==> src/rtl/inst_fetch_unit.sv <==
// Instruction fetch front end: one-outstanding fetch FSM feeding an in-order {pc, instruction} queue.
// Optional JAL next-pc prediction is compiled in when IFU_JAL_PREDICT_EN is defined.
module inst_fetch_unit #(
    parameter int          QUEUE_DEPTH = 8,
    parameter logic [31:0] RESET_PC    = 32'h0
) (
    input  logic        clk_in,
    input  logic        rst_in,
    input  logic        rdy_in,
    output logic        mem_req_valid,
    output logic [31:0] mem_req_addr,
    input  logic        mem_req_ready,
    input  logic        mem_resp_valid,
    input  logic [31:0] mem_resp_data,
    output logic        inst_valid,
    output logic [31:0] inst_pc,
    output logic [31:0] inst_data,
    output logic        inst_pred_taken,
    input  logic        dec_ready,
    input  logic        redirect_valid,
    input  logic [31:0] redirect_pc
);

    localparam int          PW      = $clog2(QUEUE_DEPTH);
    localparam logic [PW:0] DEPTH_C = (PW+1)'(QUEUE_DEPTH);

    typedef enum logic [1:0] {
        S_IDLE,
        S_REQ,
        S_WAIT,
        S_DISCARD
    } state_t;

    state_t        state_q;
    logic [31:0]   fetch_pc_q;
    logic [PW-1:0] head_q;
    logic [PW-1:0] tail_q;
    logic [PW:0]   count_q;
    logic          mem_req_valid_q;
    logic [31:0]   mem_req_addr_q;

    logic [31:0]   pc_mem   [QUEUE_DEPTH];
    logic [31:0]   data_mem [QUEUE_DEPTH];

    logic          enq;
    logic          pop;
    logic [31:0]   next_pc_d;

    // rdy_in low or a redirect suppresses every normal queue movement.
    assign inst_valid = (count_q != '0);
    assign enq = rdy_in && !redirect_valid && (state_q == S_WAIT) && mem_resp_valid;
    assign pop = rdy_in && !redirect_valid && inst_valid && dec_ready;

`ifdef IFU_JAL_PREDICT_EN
    logic          resp_is_jal;
    logic [31:0]   jal_off;
    logic          pred_mem [QUEUE_DEPTH];

    assign resp_is_jal = (mem_resp_data[6:0] == 7'b1101111);
    assign jal_off     = {{11{mem_resp_data[31]}}, mem_resp_data[31], mem_resp_data[19:12],
                          mem_resp_data[20], mem_resp_data[30:21], 1'b0};
    assign next_pc_d   = resp_is_jal ? (fetch_pc_q + jal_off) : (fetch_pc_q + 32'd4);
    assign inst_pred_taken = inst_valid ? pred_mem[head_q] : 1'b0;

    always_ff @(posedge clk_in) begin
        if (enq) begin
            pred_mem[tail_q] <= resp_is_jal;
        end
    end
`else
    assign next_pc_d       = fetch_pc_q + 32'd4;
    assign inst_pred_taken = 1'b0;
`endif

    assign mem_req_valid = mem_req_valid_q;
    assign mem_req_addr  = mem_req_addr_q;
    assign inst_pc       = inst_valid ? pc_mem[head_q]   : 32'h0;
    assign inst_data     = inst_valid ? data_mem[head_q] : 32'h0;

    always_ff @(posedge clk_in) begin
        if (enq) begin
            pc_mem[tail_q]   <= fetch_pc_q;
            data_mem[tail_q] <= mem_resp_data;
        end
    end

    always_ff @(posedge clk_in or negedge rst_in) begin
        if (!rst_in) begin
            state_q         <= S_IDLE;
            fetch_pc_q      <= RESET_PC;
            head_q          <= '0;
            tail_q          <= '0;
            count_q         <= '0;
            mem_req_valid_q <= 1'b0;
            mem_req_addr_q  <= 32'h0;
        end else if (rdy_in) begin
            if (redirect_valid) begin
                fetch_pc_q      <= redirect_pc & ~32'h3;
                head_q          <= '0;
                tail_q          <= '0;
                count_q         <= '0;
                mem_req_valid_q <= 1'b0;
                // An outstanding fetch must still be absorbed before new requests go out.
                case (state_q)
                    S_WAIT, S_DISCARD: state_q <= mem_resp_valid ? S_IDLE : S_DISCARD;
                    default:           state_q <= S_IDLE;
                endcase
            end else begin
                case ({enq, pop})
                    2'b10: begin
                        tail_q  <= tail_q + 1'b1;
                        count_q <= count_q + 1'b1;
                    end
                    2'b01: begin
                        head_q  <= head_q + 1'b1;
                        count_q <= count_q - 1'b1;
                    end
                    2'b11: begin
                        tail_q <= tail_q + 1'b1;
                        head_q <= head_q + 1'b1;
                    end
                    default: ;
                endcase

                case (state_q)
                    S_IDLE: begin
                        if (count_q < DEPTH_C) begin
                            state_q         <= S_REQ;
                            mem_req_valid_q <= 1'b1;
                            mem_req_addr_q  <= fetch_pc_q;
                        end
                    end
                    S_REQ: begin
                        if (mem_req_valid_q && mem_req_ready) begin
                            state_q         <= S_WAIT;
                            mem_req_valid_q <= 1'b0;
                        end
                    end
                    S_WAIT: begin
                        if (mem_resp_valid) begin
                            state_q    <= S_IDLE;
                            fetch_pc_q <= next_pc_d;
                        end
                    end
                    default: begin
                        if (mem_resp_valid) begin
                            state_q <= S_IDLE;
                        end
                    end
                endcase
            end
        end
    end

endmodule

==> config.mk <==
export PLATFORM = sky130hd
export DESIGN_NAME = inst_fetch_unit
export DESIGN_NICKNAME = d
export VERILOG_FILES = /design/src/rtl/inst_fetch_unit.sv
export SDC_FILE = /design/constraint.sdc
export NUM_CORES = 1
export LEC_CHECK = 0
export CAP_MARGIN = 20
export CORE_ASPECT_RATIO = 1.4
export CORE_MARGIN = 2
export CORE_UTILIZATION = 57
export CTS_CLUSTER_SIZE = 14
export DETAILED_ROUTE_END_ITERATION = 6
export DONT_BUFFER_PORTS = 1
export GPL_TIMING_DRIVEN = 0
export HOLD_SLACK_MARGIN = 0.15
export PLACE_DENSITY = 0.75
export SLEW_MARGIN = 0
export SYNTH_ARGS = -nofsm -noshare
export SYNTH_HDL_FRONTEND = slang
export SYNTH_SLANG_ARGS = --single-unit
==> constraint.sdc <==
create_clock -name clk_in -period 8.1 [get_ports clk_in]
set_input_delay 1.62 -clock clk_in [delete_from_list [all_inputs] [get_ports clk_in]]
set_output_delay 1.62 -clock clk_in [all_outputs]
set_load 0.01 [all_outputs]
==> impl_metrics.ini <==
[outcome]
status = finished, final reports clean

[cells_and_area]
fin_cells = 1968
syn2layout_area_growth_pct = 13.0
seqCellArea_sq_um = 16700
multi_input_area_sq_um = 5690
fill_cells = 2673
final_layout_size_suffix_gt1_share_pct = 24.0
fin_nets = 1474
num_antenna_cells = 0

[power]
swShare_pct = 28.6
leakagePower_nw = 8.54
intPower_w = 0.00533
seqPwrFrac_pct = 48.1
p_per_area_nw_per_um2 = 290
p_switching_w = 0.00213
pwr-share-comb_pct = 21.0
p_clk_share_pct = 30.8
ir_worst_vdd_v = 0.000187

[place]
place_ws_ns = 3.65
dp_cells = 1872
port_buffers = 0
hpwl_um = 34700
finalWeightedCongestion = 0.896

[yosys]
postSynth.asyncResetShare_pct = 12.8
syn_inst = 1275
synth_area_leaders = edfxtp_1, mux4_2, dfrtp_1
netlist_area_sq_um = 22800
ys_seq_area_share_pct = 73.4
synth_seq_cells = 569
ys_warn_count = 0
synth_edf_count = 496
syn_area_per_cell_sq_um = 17.9
synth_top_area_share_pct = 65.4
yosysTopAreaCell = edfxtp_1
synth_cell_types = 63
synth_top_flop_cell = edfxtp_1

[worst_setup_path]
slowest_stage = buf_1
startpoint = head_q[1]$_DFFE_PN0P_
r2r_start = state_q[0]$_DFFE_PN0P_
path_cells = buf_2, clkbuf_1, buf_1, mux4_2, nand2_1, a21oi_1
worst-path-buf-inv = 3
required_ns = 6.48
path_class = reg -> out
critPathLaunchType = flop
endpoint_kind = output port
arrival_ns = 3.27
cp_slowest_stage_delay_ns = 0.71
crit_path_max_fanout = 10
critPathTopFamily = buffers and inverters

[drt]
wire_per_inst_um = 26.6
drcViolationCount = 0
drt_iter0_markers = 1281
firstDrtPassIters = 6
wl_um = 52400
detail-route-antenna-nets = 0
vias = 12400
vias_per_cell = 6.30

[worst_hold_path]
min_from = mem_req_addr[8]$_DFFE_PN0P_
min_path_type = reg -> reg

[grt]
grt_max_degree = 74
grt_pass1_wl_um = 79600
antenna_found_initial = 0
grtUsageTotal_pct = 25.7
grt_pass1_vias = 13100
overflow = 0

[floorplanning]
ios = 170
die_y_um = 241
row_count = 86
dieArea_sq_um = 41600
start_util_pct = 57.8
core_sq_um = 39400
die_w_um = 173

[clocking]
cts_tree = built
cts.sinks = 569
clk_latency_ns = 0.58
ctsHoldBuffers = 0
clk_pin_slew_ns = 0.06
cts_setup_buffers = 0
cts_resized = 0
htreeDepth = 2
cts_root_buf = clkbuf_16
cts_buffers = 52
clk_path_buf_depth = 3

[sta]
max_freq_ghz = 0.204
finalCritPeriodShare_pct = 60.4
grt_setup_unrepaired = false
relSlewSlack_pct = 32.8
drv_slew = 0
setup_viol_count_final = 0
setup_tns_ns = 0
finalWorstSetupSlack_ns = 3.21
finClkSkew_ns = 0.0104
hold_viol = 0
fin_crit_ns = 4.89
max_slew.worst_pin.slew_ns = 1.00

[flow_run]
maxCapViolCount = 0
==> layout by cell type (no fill, tap or decap), types with 19 or more instances in the layout <==
cell type    n
dfrtp_1     73
clkbuf_1    62
nand3_1     19
a21oi_1     93
o21ai_0     21
nand2_1    152
nor2_1      22
buf_6       32
edfxtp_1   496
mux4_2     124
buf_4       36
clkbuf_16   53
buf_2       25
mux2_2      30
==> state kept, by name (all words and copies together), names as in the netlist <==
| register | flops |
|---|---|
| head_q | 3 |
| tail_q | 3 |
| mem_req_addr | 30 |
| mem_req_valid | 1 |
| state_q | 2 |
| fetch_pc_q | 30 |
| data_mem | 256 |
| count_q | 4 |
| pc_mem | 240 |
==> cell usage after synthesis (all sizes together), types with 2 or more instances <==
master / count
mux4: 124
a22o: 6
o41ai: 4
dfrtp: 73
o31ai: 2
nand3: 20
a41oi: 2
a221o: 2
and4: 4
nand2b: 2
and3: 9
a22oi: 5
nor3: 11
buf: 35
nor2: 23
inv: 11
nor3b: 3
a21oi: 94
o21ai: 22
mux2i: 7
edfxtp: 496
mux2: 34
nand2: 152
a31oi: 3
xor2: 5
clkbuf: 50
nor4: 11
a21o: 4
o22ai: 17
ha: 5
or2: 2
nand4: 14
nor2b: 8
==> cell type report <==
class	count	share of cell area, %
tap	528	2.57
multi-input combinational	613	22.1
clock inverter	28	0.744
buffer	85	1.50
inverter	12	0.175
clock buffer	68	5.45
timing repair buffer	65	2.49
sequential	569	65.0
==> stage by stage <==
step	hold slack, ns	area, sq um	utilization [%]	total power [W]
after global routing	0.597	25700	65.4	0.00774
after global placement	0.547	23500	59.5	0.00518
after floorplan	0.529	22800	-	0.00475
after CTS	0.574	25700	65.4	0.00752
final	0.570	25700	65.4	0.00747
after detailed placement	0.554	24100	61.3	0.00523
==> kinds of logic after synthesis <==
group | count (synthesis) | share of synthesized area, %
AOI/OAI and AO/OA | 166 | 4.30
adders and majority gates | 5 | 0.275
buffers and inverters | 97 | 1.89
xor gates and xnor gates | 6 | 0.231
other | 1 | 0.0165
muxes | 165 | 14.3
and+or+nand+nor | 266 | 5.59
DFF | 569 | 73.4
==> final timing paths <==
kind | to | slack, ns | cells past startpoint
min in group asynchronous | mem_req_addr[21]$_DFFE_PN0P_ | 0.73 | 0
max reg2reg | data_mem[0][10]$_DFFE_PP_ | 4.68 | 9
min | mem_req_addr[8]$_DFFE_PN0P_ | 0.57 | 1
min reg2reg | mem_req_addr[8]$_DFFE_PN0P_ | 0.57 | 1
max in group asynchronous | mem_req_addr[6]$_DFFE_PN0P_ | 7.24 | 0
max | inst_data[27] | 3.21 | 6
==> power groups by stage <==
| stage | combinational (W) | clock [W] | sequential, W |
|---|---|---|---|
| global route | 0.00169 | 0.00244 | 0.00361 |
| finish | 0.00157 | 0.00230 | 0.00359 |
| floorplan | 0.00118 | 0 | 0.00358 |
| detailed placement | 0.00158 | 0 | 0.00365 |
| CTS | 0.00160 | 0.00233 | 0.00359 |
| global placement | 0.00153 | 0 | 0.00365 |
==> metal layers <==
metal | wire length [um] | part of all wire [%] | vias up | global-route usage (%)
met5 | 0 | 0 | - | 0
met4 | 1370 | 2.6 | 0 | 8.06
met3 | 3950 | 7.5 | 96 | 4.63
met2 | 27800 | 53 | 592 | 46.0
met1 | 19200 | 37 | 6415 | 32.1
li1 | - | - | 5303 | -
Power figures use the tool's default switching activity.
